**config.mk**
```make
export PLATFORM = sky130hd
export DESIGN_NAME = pipeline_hazard_ctrl
export DESIGN_NICKNAME = d
export VERILOG_FILES = /design/src/rtl/pipeline_hazard_ctrl.sv
export SDC_FILE = /design/constraint.sdc
export NUM_CORES = 1
export LEC_CHECK = 0
export ABC_AREA = 1
export CAP_MARGIN = 20
export CORE_ASPECT_RATIO = 1.4
export CORE_MARGIN = 2
export CORE_UTILIZATION = 40
export DETAILED_ROUTE_END_ITERATION = 8
export GPL_ROUTABILITY_DRIVEN = 0
export GPL_TIMING_DRIVEN = 0
export PLACE_DENSITY_LB_ADDON = 0.15
export REMOVE_ABC_BUFFERS = 1
export SLEW_MARGIN = 40
export SYNTH_ARGS = -nofsm -noshare
export SYNTH_HDL_FRONTEND = slang
export SYNTH_SLANG_ARGS = --single-unit
```
**constraint.sdc**
```tcl
create_clock -name clk -period 3.7 [get_ports clk]
set_clock_uncertainty 0.15 [all_clocks]
set_input_delay 0.37 -clock clk [delete_from_list [all_inputs] [get_ports clk]]
set_output_delay 0.37 -clock clk [all_outputs]
set_load 0.005 [all_outputs]
```
**src/rtl/pipeline_hazard_ctrl.sv**
```systemverilog
// Stall/flush sequencer for the 5-stage pipeline: load-use bubbles, taken-branch
// flushes, multi-cycle mul/div front-end freeze and data-memory wait freezes.
`timescale 1ns/1ps
module pipeline_hazard_ctrl #(
  parameter int REG_W      = 5,
  parameter int MD_LATENCY = 4,
  parameter int WAIT_MAX   = 15,
  parameter int CNT_W      = 16
) (
  input  logic             clk,
  input  logic             rst_n,
  input  logic [REG_W-1:0] id_rs,
  input  logic [REG_W-1:0] id_rt,
  input  logic             id_uses_rt,
  input  logic             id_is_md,
  input  logic             ex_mem_read,
  input  logic [REG_W-1:0] ex_rt,
  input  logic             ex_branch_taken,
  input  logic             dmem_req,
  input  logic             dmem_ready,
  output logic             pc_write,
  output logic             ifid_write,
  output logic             ifid_flush,
  output logic             idex_write,
  output logic             idex_bubble,
  output logic             exmem_write,
  output logic             memwb_bubble,
  output logic             md_start,
  output logic             md_busy,
  output logic             mem_timeout,
  output logic [CNT_W-1:0] stall_cycles
);

  localparam int MD_W = $clog2(MD_LATENCY + 1);
  localparam int WT_W = $clog2(WAIT_MAX + 1);

  typedef enum logic [1:0] {
    RUN      = 2'd0,
    MD_BUSY  = 2'd1,
    MEM_WAIT = 2'd2
  } state_t;

  state_t           state, state_nxt;
  state_t           saved, saved_nxt;
  state_t           eff;
  logic [MD_W-1:0]  md_cnt, md_cnt_nxt;
  logic [WT_W-1:0]  wait_cnt, wait_cnt_nxt;
  logic             lu_done, lu_done_nxt;
  logic             mem_stall;
  logic             load_use;

  function automatic logic [WT_W-1:0] wait_inc(input logic [WT_W-1:0] v);
    return (v == WT_W'(WAIT_MAX)) ? v : v + WT_W'(1);
  endfunction

  function automatic logic [CNT_W-1:0] cnt_inc(input logic [CNT_W-1:0] v);
    return (v == '1) ? v : v + CNT_W'(1);
  endfunction

  assign mem_stall = dmem_req && !dmem_ready;

  // While waiting on memory, the saved state decides what happens once data arrives.
  assign eff = (state == MEM_WAIT) ? saved : state;

  // lu_done suppresses a second bubble for the same load/use pair.
  assign load_use = ex_mem_read && (ex_rt != '0) && !lu_done &&
                    ((ex_rt == id_rs) || (id_uses_rt && (ex_rt == id_rt)));

  always_comb begin
    pc_write     = 1'b0;
    ifid_write   = 1'b0;
    ifid_flush   = 1'b0;
    idex_write   = 1'b0;
    idex_bubble  = 1'b0;
    exmem_write  = 1'b0;
    memwb_bubble = 1'b0;
    md_start     = 1'b0;
    md_busy      = 1'b0;
    state_nxt    = state;
    saved_nxt    = saved;
    md_cnt_nxt   = md_cnt;
    wait_cnt_nxt = '0;
    lu_done_nxt  = 1'b0;
    if (rst_n) begin
      md_busy = (eff == MD_BUSY);
      if (mem_stall) begin
        memwb_bubble = 1'b1;
        state_nxt    = MEM_WAIT;
        saved_nxt    = eff;
        lu_done_nxt  = lu_done;
        if (state == MEM_WAIT) begin
          wait_cnt_nxt = wait_inc(wait_cnt);
        end else begin
          wait_cnt_nxt = WT_W'(1);
        end
      end else if (eff == MD_BUSY) begin
        idex_write  = 1'b1;
        idex_bubble = 1'b1;
        exmem_write = 1'b1;
        md_cnt_nxt  = md_cnt - MD_W'(1);
        if (md_cnt == MD_W'(1)) begin
          state_nxt = RUN;
        end else begin
          state_nxt = MD_BUSY;
        end
      end else begin
        pc_write    = 1'b1;
        ifid_write  = 1'b1;
        idex_write  = 1'b1;
        exmem_write = 1'b1;
        state_nxt   = RUN;
        if (ex_branch_taken) begin
          ifid_flush  = 1'b1;
          idex_bubble = 1'b1;
        end else if (load_use) begin
          pc_write    = 1'b0;
          ifid_write  = 1'b0;
          idex_bubble = 1'b1;
          lu_done_nxt = 1'b1;
        end else if (id_is_md) begin
          md_start   = 1'b1;
          state_nxt  = MD_BUSY;
          md_cnt_nxt = MD_W'(MD_LATENCY - 1);
        end
      end
    end
  end

  always_ff @(posedge clk or negedge rst_n) begin
    if (!rst_n) begin
      state        <= RUN;
      saved        <= RUN;
      md_cnt       <= '0;
      wait_cnt     <= '0;
      lu_done      <= 1'b0;
      mem_timeout  <= 1'b0;
      stall_cycles <= '0;
    end else begin
      state    <= state_nxt;
      saved    <= saved_nxt;
      md_cnt   <= md_cnt_nxt;
      wait_cnt <= wait_cnt_nxt;
      lu_done  <= lu_done_nxt;
      if (mem_stall && (wait_cnt_nxt == WT_W'(WAIT_MAX))) begin
        mem_timeout <= 1'b1;
      end
      if (!pc_write) begin
        stall_cycles <= cnt_inc(stall_cycles);
      end
    end
  end

endmodule

```
==> results of run 1 <==
-- critical path, stage by stage --
cell                              delay, ns
sky130_fd_sc_hd__dlygate4sd3_1         0.52
sky130_fd_sc_hd__buf_2                 0.34
sky130_fd_sc_hd__buf_16                0.20
sky130_fd_sc_hd__nand2_1               0.11
sky130_fd_sc_hd__nor2_1                0.18
sky130_fd_sc_hd__nand2_2               0.27
sky130_fd_sc_hd__inv_1                 0.14
sky130_fd_sc_hd__clkdlybuf4s50_1       0.51
-- per-stage QoR --
stage               TNS [ns]  setup slack (ns)  std cells  hold slack, ns
finish                     0             0.524        391           0.330
detailed placement         0             0.843        382           0.160
global route               0             0.288        391           0.360
global placement      -0.308            -0.154        381           0.312
CTS                        0             0.452        391           0.339
floorplan                  0              1.95        271         -0.0756
-- layout make-up --
cell class | count | share of cell area, %
Inverter | 41 | 5.92
Multi-Input combinational cell | 201 | 38.3
Timing Repair Buffer | 50 | 19.7
Clock buffer | 5 | 2.65
Tap cell | 62 | 2.98
Clock inverter | 3 | 2.50
Sequential cell | 29 | 27.9
-- kinds of logic after synthesis --
family / synth area share (%)
adder cells (fa/ha/maj): 2.62
buffers and inverters: 9.95
AO/OA/AOI/OAI: 3.99
flip-flops: 38.0
XOR/XNOR: 7.33
AND/OR/NAND/NOR: 38.2
-- power by group --
group          switching (mW)  total (mW)  internal [mW]
Clock                   0.128       0.395          0.267
Combinational           0.195       0.382          0.187
Sequential             0.0594       0.434          0.374
Total                   0.382        1.21          0.829
-- timing repair --
| action | 4_1_cts | 5_1_grt |
|---|---|---|
| hold buffers | 1 | 0 |
| buffers inserted | 0 | 0 |
| hold endpoints to repair | 13 | 0 |
-- path summary, 6_finish.rpt --
| kind | endpoint | slack (ns) | cells past startpoint |
|---|---|---|---|
| max in group asynchronous | md_cnt[1] | 2.60 | 3 |
| max | ifid_write | 0.52 | 8 |
| max reg2reg | stall_cycles[12] | 1.69 | 9 |
| min reg2reg | mem_timeout | 0.33 | 1 |
| min | mem_timeout | 0.33 | 1 |
| min in group asynchronous | wait_cnt[2] | 0.38 | 2 |
-- Yosys cell counts (2+ instances only) --
cell type	instances	area share, %
sky130_fd_sc_hd__inv_1	37	7.3
sky130_fd_sc_hd__nand3_1	32	8.4
sky130_fd_sc_hd__a31oi_1	2	0.65
sky130_fd_sc_hd__xnor2_1	8	3.7
sky130_fd_sc_hd__nand2_2	3	0.98
sky130_fd_sc_hd__nand2_1	87	17
sky130_fd_sc_hd__buf_2	2	0.52
sky130_fd_sc_hd__inv_2	4	0.79
sky130_fd_sc_hd__nor3_1	2	0.52
sky130_fd_sc_hd__buf_4	2	0.79
sky130_fd_sc_hd__o211ai_1	2	0.79
sky130_fd_sc_hd__nor2_1	37	7.3
sky130_fd_sc_hd__dfrtp_1	29	38
sky130_fd_sc_hd__ha_1	4	2.6
sky130_fd_sc_hd__nand4_1	2	0.65
sky130_fd_sc_hd__o21ai_0	3	0.79
sky130_fd_sc_hd__a21oi_1	3	0.79
sky130_fd_sc_hd__xor2_1	8	3.7
-- metal layers --
layer | routed length (microns) | share of wire [%]
met2 | 2170 | 50
met3 | 207 | 4.8
met1 | 1880 | 43
met4 | 66 | 1.5
met5 | 0 | 0
-- flip-flops by register name, indices dropped and copies added (netlist names) --
register	flops
lu_done	1
md_cnt	3
mem_timeout	1
saved	2
stall_cycles	16
state	2
wait_cnt	4
==> reports/summary.txt, run 1 <==
=====================================================================================
Cell area after synthesis                                                  1910 sq um
Width of the die                                                         62.4 microns
Maximum number of pins on one net before global-route repair                       19
Wire length of the first global-routing pass                             7710 microns
Pre-Repair DR Iteration Count                                                       4
Final period demand of the worst path                                         3.18 ns
Filler Cells Inserted                                                             475
Post-synthesis register bit count                                                  29
Beginning of the critical path                                                  rst_n
Kind of end point of the critical path                                   primary output
Total inserted antenna cells                                                        0
Combined area of the multi-input logic cells                                996 sq um
Post-synthesis async set-or-reset flop share                                     100%
Critical Path Source Type                                                  input port
Launch instance of the worst register-to-register path                   stall_cycles[0]
Initial standard-cell utilization of the core                                   41.8%
Final routed DRC violation total                                                    0
Overall global routing resource usage                                           17.9%
Leading register cell type out of synthesis                              sky130_fd_sc_hd__dfrtp_1
Vias per inst                                                                    4.62
DP HPWL                                                                  3360 microns
Post-DR wirelength/cell                                                  11.1 microns
Critical path arrival                                                         2.66 ns
Met1 layer usage reported by global route                                       20.7%
Number of global-route vias before repair                                        1752
Antenna violations before repair                                                    0
M2 GR Usage                                                                     32.6%
Final critical-path share of the clock period                                   85.8%
Relative slew slack                                                             74.7%
Fin util                                                                        56.9%
CTS-repair resized insts                                                            0
Endpoints failing hold                                                              0
Outcome                                                                  finished clean
Number of setup violations in the final report                                      0
Type of the worst min-delay path                                         register to register
Count of pins over their slew limit                                                 0
Commonest cells after routing, fill and taps aside                       87 x sky130_fd_sc_hd__nand2_1, 47 x sky130_fd_sc_hd__clkdlybuf4s50_1, 37 x sky130_fd_sc_hd__inv_1, 37 x sky130_fd_sc_hd__nor2_1, 32 x sky130_fd_sc_hd__nand3_1
Required time at the worst-slack endpoint                                     3.18 ns
Overall power after layout                                                    1.21 mW
Detailed-route wire length                                               4320 microns
Number of rows created at floorplan                                                29
CP Max Fanout                                                                      18
Highest attainable clock frequency                                            315 MHz
Clock transition at the registers of the reported paths                       0.07 ns
Most frequent standard cell in the layout excluding fill and tap cells   sky130_fd_sc_hd__nand2_1
Count of buffers inserted at the top-level ports                                   48
Count of routing violations after the opening detailed-route iteration             42
Placeable core area                                                        4570 sq um
Clock sinks                                                                        29
Number of library cell types mapped by synthesis                                   27
Class of the most critical setup path                                    input port to primary output
I/O pin count                                                                      49
Unrepaired setup endpoints after global routing                                 false
Number of clock buffers inserted by TritonCTS                                       5
Synth-to-layout area growth                                                     36.0%
Average instance area after synthesis                                      6.93 sq um
Cell area reported after detailed placement                                2460 sq um
ANT nets after route                                                                0
Final standard cell area without fillers                                   2600 sq um
Register area share after synthesis                                             38.0%
Syn. warnings                                                                       0
Nets                                                                              355
Static leakage                                                                1.33 nW
Worst Min Path Start                                                      mem_timeout
Largest buffer count on any clock path                                              2
Worst-skew pair later-pin latency                                             0.28 ns
Depth of the CTS H-tree                                                             2
Number of maximum-capacitance constraint violations                                 0
Die span in y                                                            85.8 microns
CTS tree                                                                        built
Worst voltage drop across the vdd grid                                       0.388 mV
Area of the die                                                            5360 sq um
Detailed-route via count                                                         1808
GR Overflow Total                                                                   0
Sequential cell area                                                        726 sq um
Fraction of final layout cells sized beyond drive strength 1                    6.69%
Power density normalized to cell area                                     466 nW/um^2
Number of enable flip-flop cells after synthesis                                    0
Actual transition at the worst max-transition pin                            0.379 ns
Cells after Synth                                                                 276
Root cell of the clock tree                                              sky130_fd_sc_hd__clkbuf_8
Global-route met3 utilization                                                   3.54%
Routing layer with the top usage in global route                                 met2
=====================================================================================
(Power assumes the default switching activity.)
==> inputs of run 2 (changes only) <==
- ABC_AREA: 1 -> 0
- GPL_ROUTABILITY_DRIVEN: 0 -> unset
==> reports/summary.txt, run 2 <==
========================================================================================
Critical path arrival                                                            2.75 ns
Placeable core area                                                           3920 sq um
Violations in the final reports                                              hold timing
Die span in y                                                               79.5 microns
Category of cells accounting for the largest share of critical-path delay   buffers and inverters
Post-DR wirelength/cell                                                     14.0 microns
Worst setup endpoint                                                          ifid_write
Overall global routing resource usage                                              16.6%
Count of buffers inserted at the top-level ports                                      48
Detailed-route wire length                                                  3620 microns
Post-Place Cells                                                                     250
Reg-to-reg endpoint                                                         stall_cycles[12]
Number of clock buffers inserted by TritonCTS                                          5
Actual transition at the worst max-transition pin                               0.689 ns
Number of global-route vias before repair                                           1359
Cell area after synthesis                                                     1630 sq um
Cell area reported after detailed placement                                   2130 sq um
Clock sinks                                                                           29
Number of setup violations in the final report                                         0
Final critical-path share of the clock period                                      88.5%
CP Max Fanout                                                                         17
Worst-skew pair later-pin latency                                                0.28 ns
Width of the die                                                            58.0 microns
Power density normalized to cell area                                        556 nW/um^2
Pre-Repair DR Iteration Count                                                          4
Largest buffer count on any clock path                                                 2
Relative slew slack                                                                54.1%
RePlAce Congestion                                                                 0.754
Syn. warnings                                                                          0
Endpoints failing hold                                                                29
Register area share after synthesis                                                44.5%
FF-to-FF path depth                                                                    6
Series of cell instances along the critical path                            clkdlybuf4s50_1 -> or3_1 -> o311a_1 -> a31oi_4 -> clkdlybuf4s50_1
Filler Cells Inserted                                                                353
GR Overflow Total                                                                      0
Depth of the CTS H-tree                                                                2
Commonest cells after routing, fill and taps aside                          47 x sky130_fd_sc_hd__clkdlybuf4s50_1, 29 x sky130_fd_sc_hd__dfrtp_1, 14 x sky130_fd_sc_hd__nand2_1, 14 x sky130_fd_sc_hd__nor2_1, 14 x sky130_fd_sc_hd__xor2_1
Outcome                                                                     finished with violations
Highest attainable clock frequency                                               306 MHz
Maximum number of pins on one net before global-route repair                          34
Synth-to-layout area growth                                                        36.7%
Cell mode on critical path                                                  sky130_fd_sc_hd__clkdlybuf4s50_1
Sequential cell area                                                           726 sq um
I/O pin count                                                                         49
Average instance area after synthesis                                         9.94 sq um
Most used standard cell by instance count after synthesis                   sky130_fd_sc_hd__dfrtp_1
Biggest area contributors in the synthesized netlist                        sky130_fd_sc_hd__dfrtp_1 45%, sky130_fd_sc_hd__xor2_1 7.5%, sky130_fd_sc_hd__xnor2_1 5.9%
Overall power after layout                                                       1.24 mW
Leading register cell type out of synthesis                                 sky130_fd_sc_hd__dfrtp_1
Wire length of the first global-routing pass                                5910 microns
Beginning of the critical path                                                  ex_rt[0]
Share of the synthesized area in the top cell type                                 44.5%
Total inserted antenna cells                                                           0
Critical Path Source Type                                                     input port
CTS tree                                                                           built
Fraction of final layout cells sized beyond drive strength 1                       9.77%
Type of the worst min-delay path                                            input port to async pin
Required time at the worst-slack endpoint                                        3.18 ns
Detailed-route via count                                                            1403
Static leakage                                                                  0.938 nW
Slowest cell on the critical path                                           sky130_fd_sc_hd__clkdlybuf4s50_1
Combined area of the multi-input logic cells                                   838 sq um
Setup TNS after final layout                                                        0 ns
CTS-repair resized insts                                                               0
Area of the die                                                               4610 sq um
Number of buffers and inverters on the critical path                                   2
Antenna violations before repair                                                       0
Stage delay of the slowest cell on the critical path                             0.61 ns
Registers with the most flip-flops                                          stall_cycles (16), wait_cnt (4), md_cnt (3)
Largest register FFs                                                                  16
Final hold slack                                                              -0.0192 ns
Clock transition at the registers of the reported paths                          0.06 ns
Vias per inst                                                                       5.44
Cells after Synth                                                                    164
Nets                                                                                 241
Kind of end point of the critical path                                      primary output
Count of pins over their slew limit                                                    0
Post-synthesis async set-or-reset flop share                                        100%
Flop2flop setup slack                                                            1.32 ns
Largest area contributor in the synthesized netlist                         sky130_fd_sc_hd__dfrtp_1
Fin util                                                                           56.9%
Post-layout instance count excluding filler cells                                    258
Launch instance of the worst register-to-register path                          state[1]
Number of rows created at floorplan                                                   27
Post-CTS Repair Setup Buffers                                                          0
Final period demand of the worst path                                            3.27 ns
Worst voltage drop across the vdd grid                                          0.375 mV
Unrepaired setup endpoints after global routing                                    false
Most frequent standard cell in the layout excluding fill and tap cells      sky130_fd_sc_hd__clkdlybuf4s50_1
Number of cells on the critical path                                                   5
Initial standard-cell utilization of the core                                      41.6%
Number of enable flip-flop cells after synthesis                                       0
Class of the most critical setup path                                       input port to primary output
ANT nets after route                                                                   0
Number of library cell types mapped by synthesis                                      44
Count of routing violations after the opening detailed-route iteration                47
Largest reg by FF count                                                     stall_cycles
DP HPWL                                                                     2660 microns
Number of maximum-capacitance constraint violations                                    0
Post-cts hold buffer count                                                             0
Root cell of the clock tree                                                 sky130_fd_sc_hd__clkbuf_8
Top post-synthesis cells by count                                           29 x sky130_fd_sc_hd__dfrtp_1, 15 x sky130_fd_sc_hd__nor2_1, 14 x sky130_fd_sc_hd__nand2_1, 14 x sky130_fd_sc_hd__xor2_1, 11 x sky130_fd_sc_hd__xnor2_1
Post-synthesis register bit count                                                     29
Final standard cell area without fillers                                      2230 sq um
Final routed DRC violation total                                                       0
========================================================================================
[run 2: changes by cell type after synthesis, moves of 4 or more]
cell,delta
sky130_fd_sc_hd__nor3_1,+8
sky130_fd_sc_hd__xor2_1,+6
sky130_fd_sc_hd__nor2_1,-22
sky130_fd_sc_hd__inv_2,-4
sky130_fd_sc_hd__nand3_1,-24
sky130_fd_sc_hd__inv_1,-28
sky130_fd_sc_hd__nand2_1,-73
[run 2: final cells by class]
| type | instances | area share (%) |
|---|---|---|
| clock buffers | 7 | 4.32 |
| clock inverters | 1 | 0.225 |
| inverters | 9 | 1.52 |
| multi-input cells | 121 | 37.6 |
| flip-flops and latches | 29 | 32.6 |
| well taps | 43 | 2.41 |
| repair buffers | 48 | 21.3 |
[run 2: logic make-up (layout without fill, tap and decap cells)]
group | after synthesis | in the layout | share of synthesized area (%)
AOI/OAI and AO/OA | 20 | 20 | 10.1
xor gates and xnor gates | 25 | 25 | 13.4
adders and majority gates | 4 | 4 | 3.07
buffers and inverters | 14 | 65 | 4.22
DFF | 29 | 29 | 44.5
muxes | 4 | 4 | 3.07
and+or+nand+nor | 68 | 68 | 21.6
[run 2: how the worst min path moves through the flow]
stage / start / endpoint / slack, ns
floorplan: rst_n / lu_done / -0.08
global placement: mem_timeout / mem_timeout / 0.31
detailed placement: rst_n / md_cnt[2] / 0.31
CTS: rst_n / md_cnt[2] / 0.002
global route: rst_n / md_cnt[2] / 0.04
finish: rst_n / md_cnt[2] / -0.02
[run 2: report_power, final]
| group | switching, mW | internal, mW | total [mW] |
|---|---|---|---|
| clock network | 0.118 | 0.168 | 0.286 |
| registers | 0.105 | 0.413 | 0.518 |
| logic | 0.169 | 0.266 | 0.436 |
[run 2: stage by stage]
| stage | worst slack, ns | hold slack [ns] |
|---|---|---|
| detailed placement | 0.416 | 0.308 |
| CTS | 0.412 | 0.00151 |
| floorplan | 1.50 | -0.0756 |
| finish | 0.427 | -0.0192 |
| global route | 0.329 | 0.0397 |
| global placement | -0.453 | 0.307 |
[run 2: metal layers]
layer | track usage (%) | part of all wire [%] | vias up
met4 | 8.60 | 2.3 | 0
met5 | 0 | 0 | -
met2 | 28.0 | 48 | 58
met1 | 18.9 | 41 | 670
li1 | - | - | 666
met3 | 4.38 | 8.0 | 9
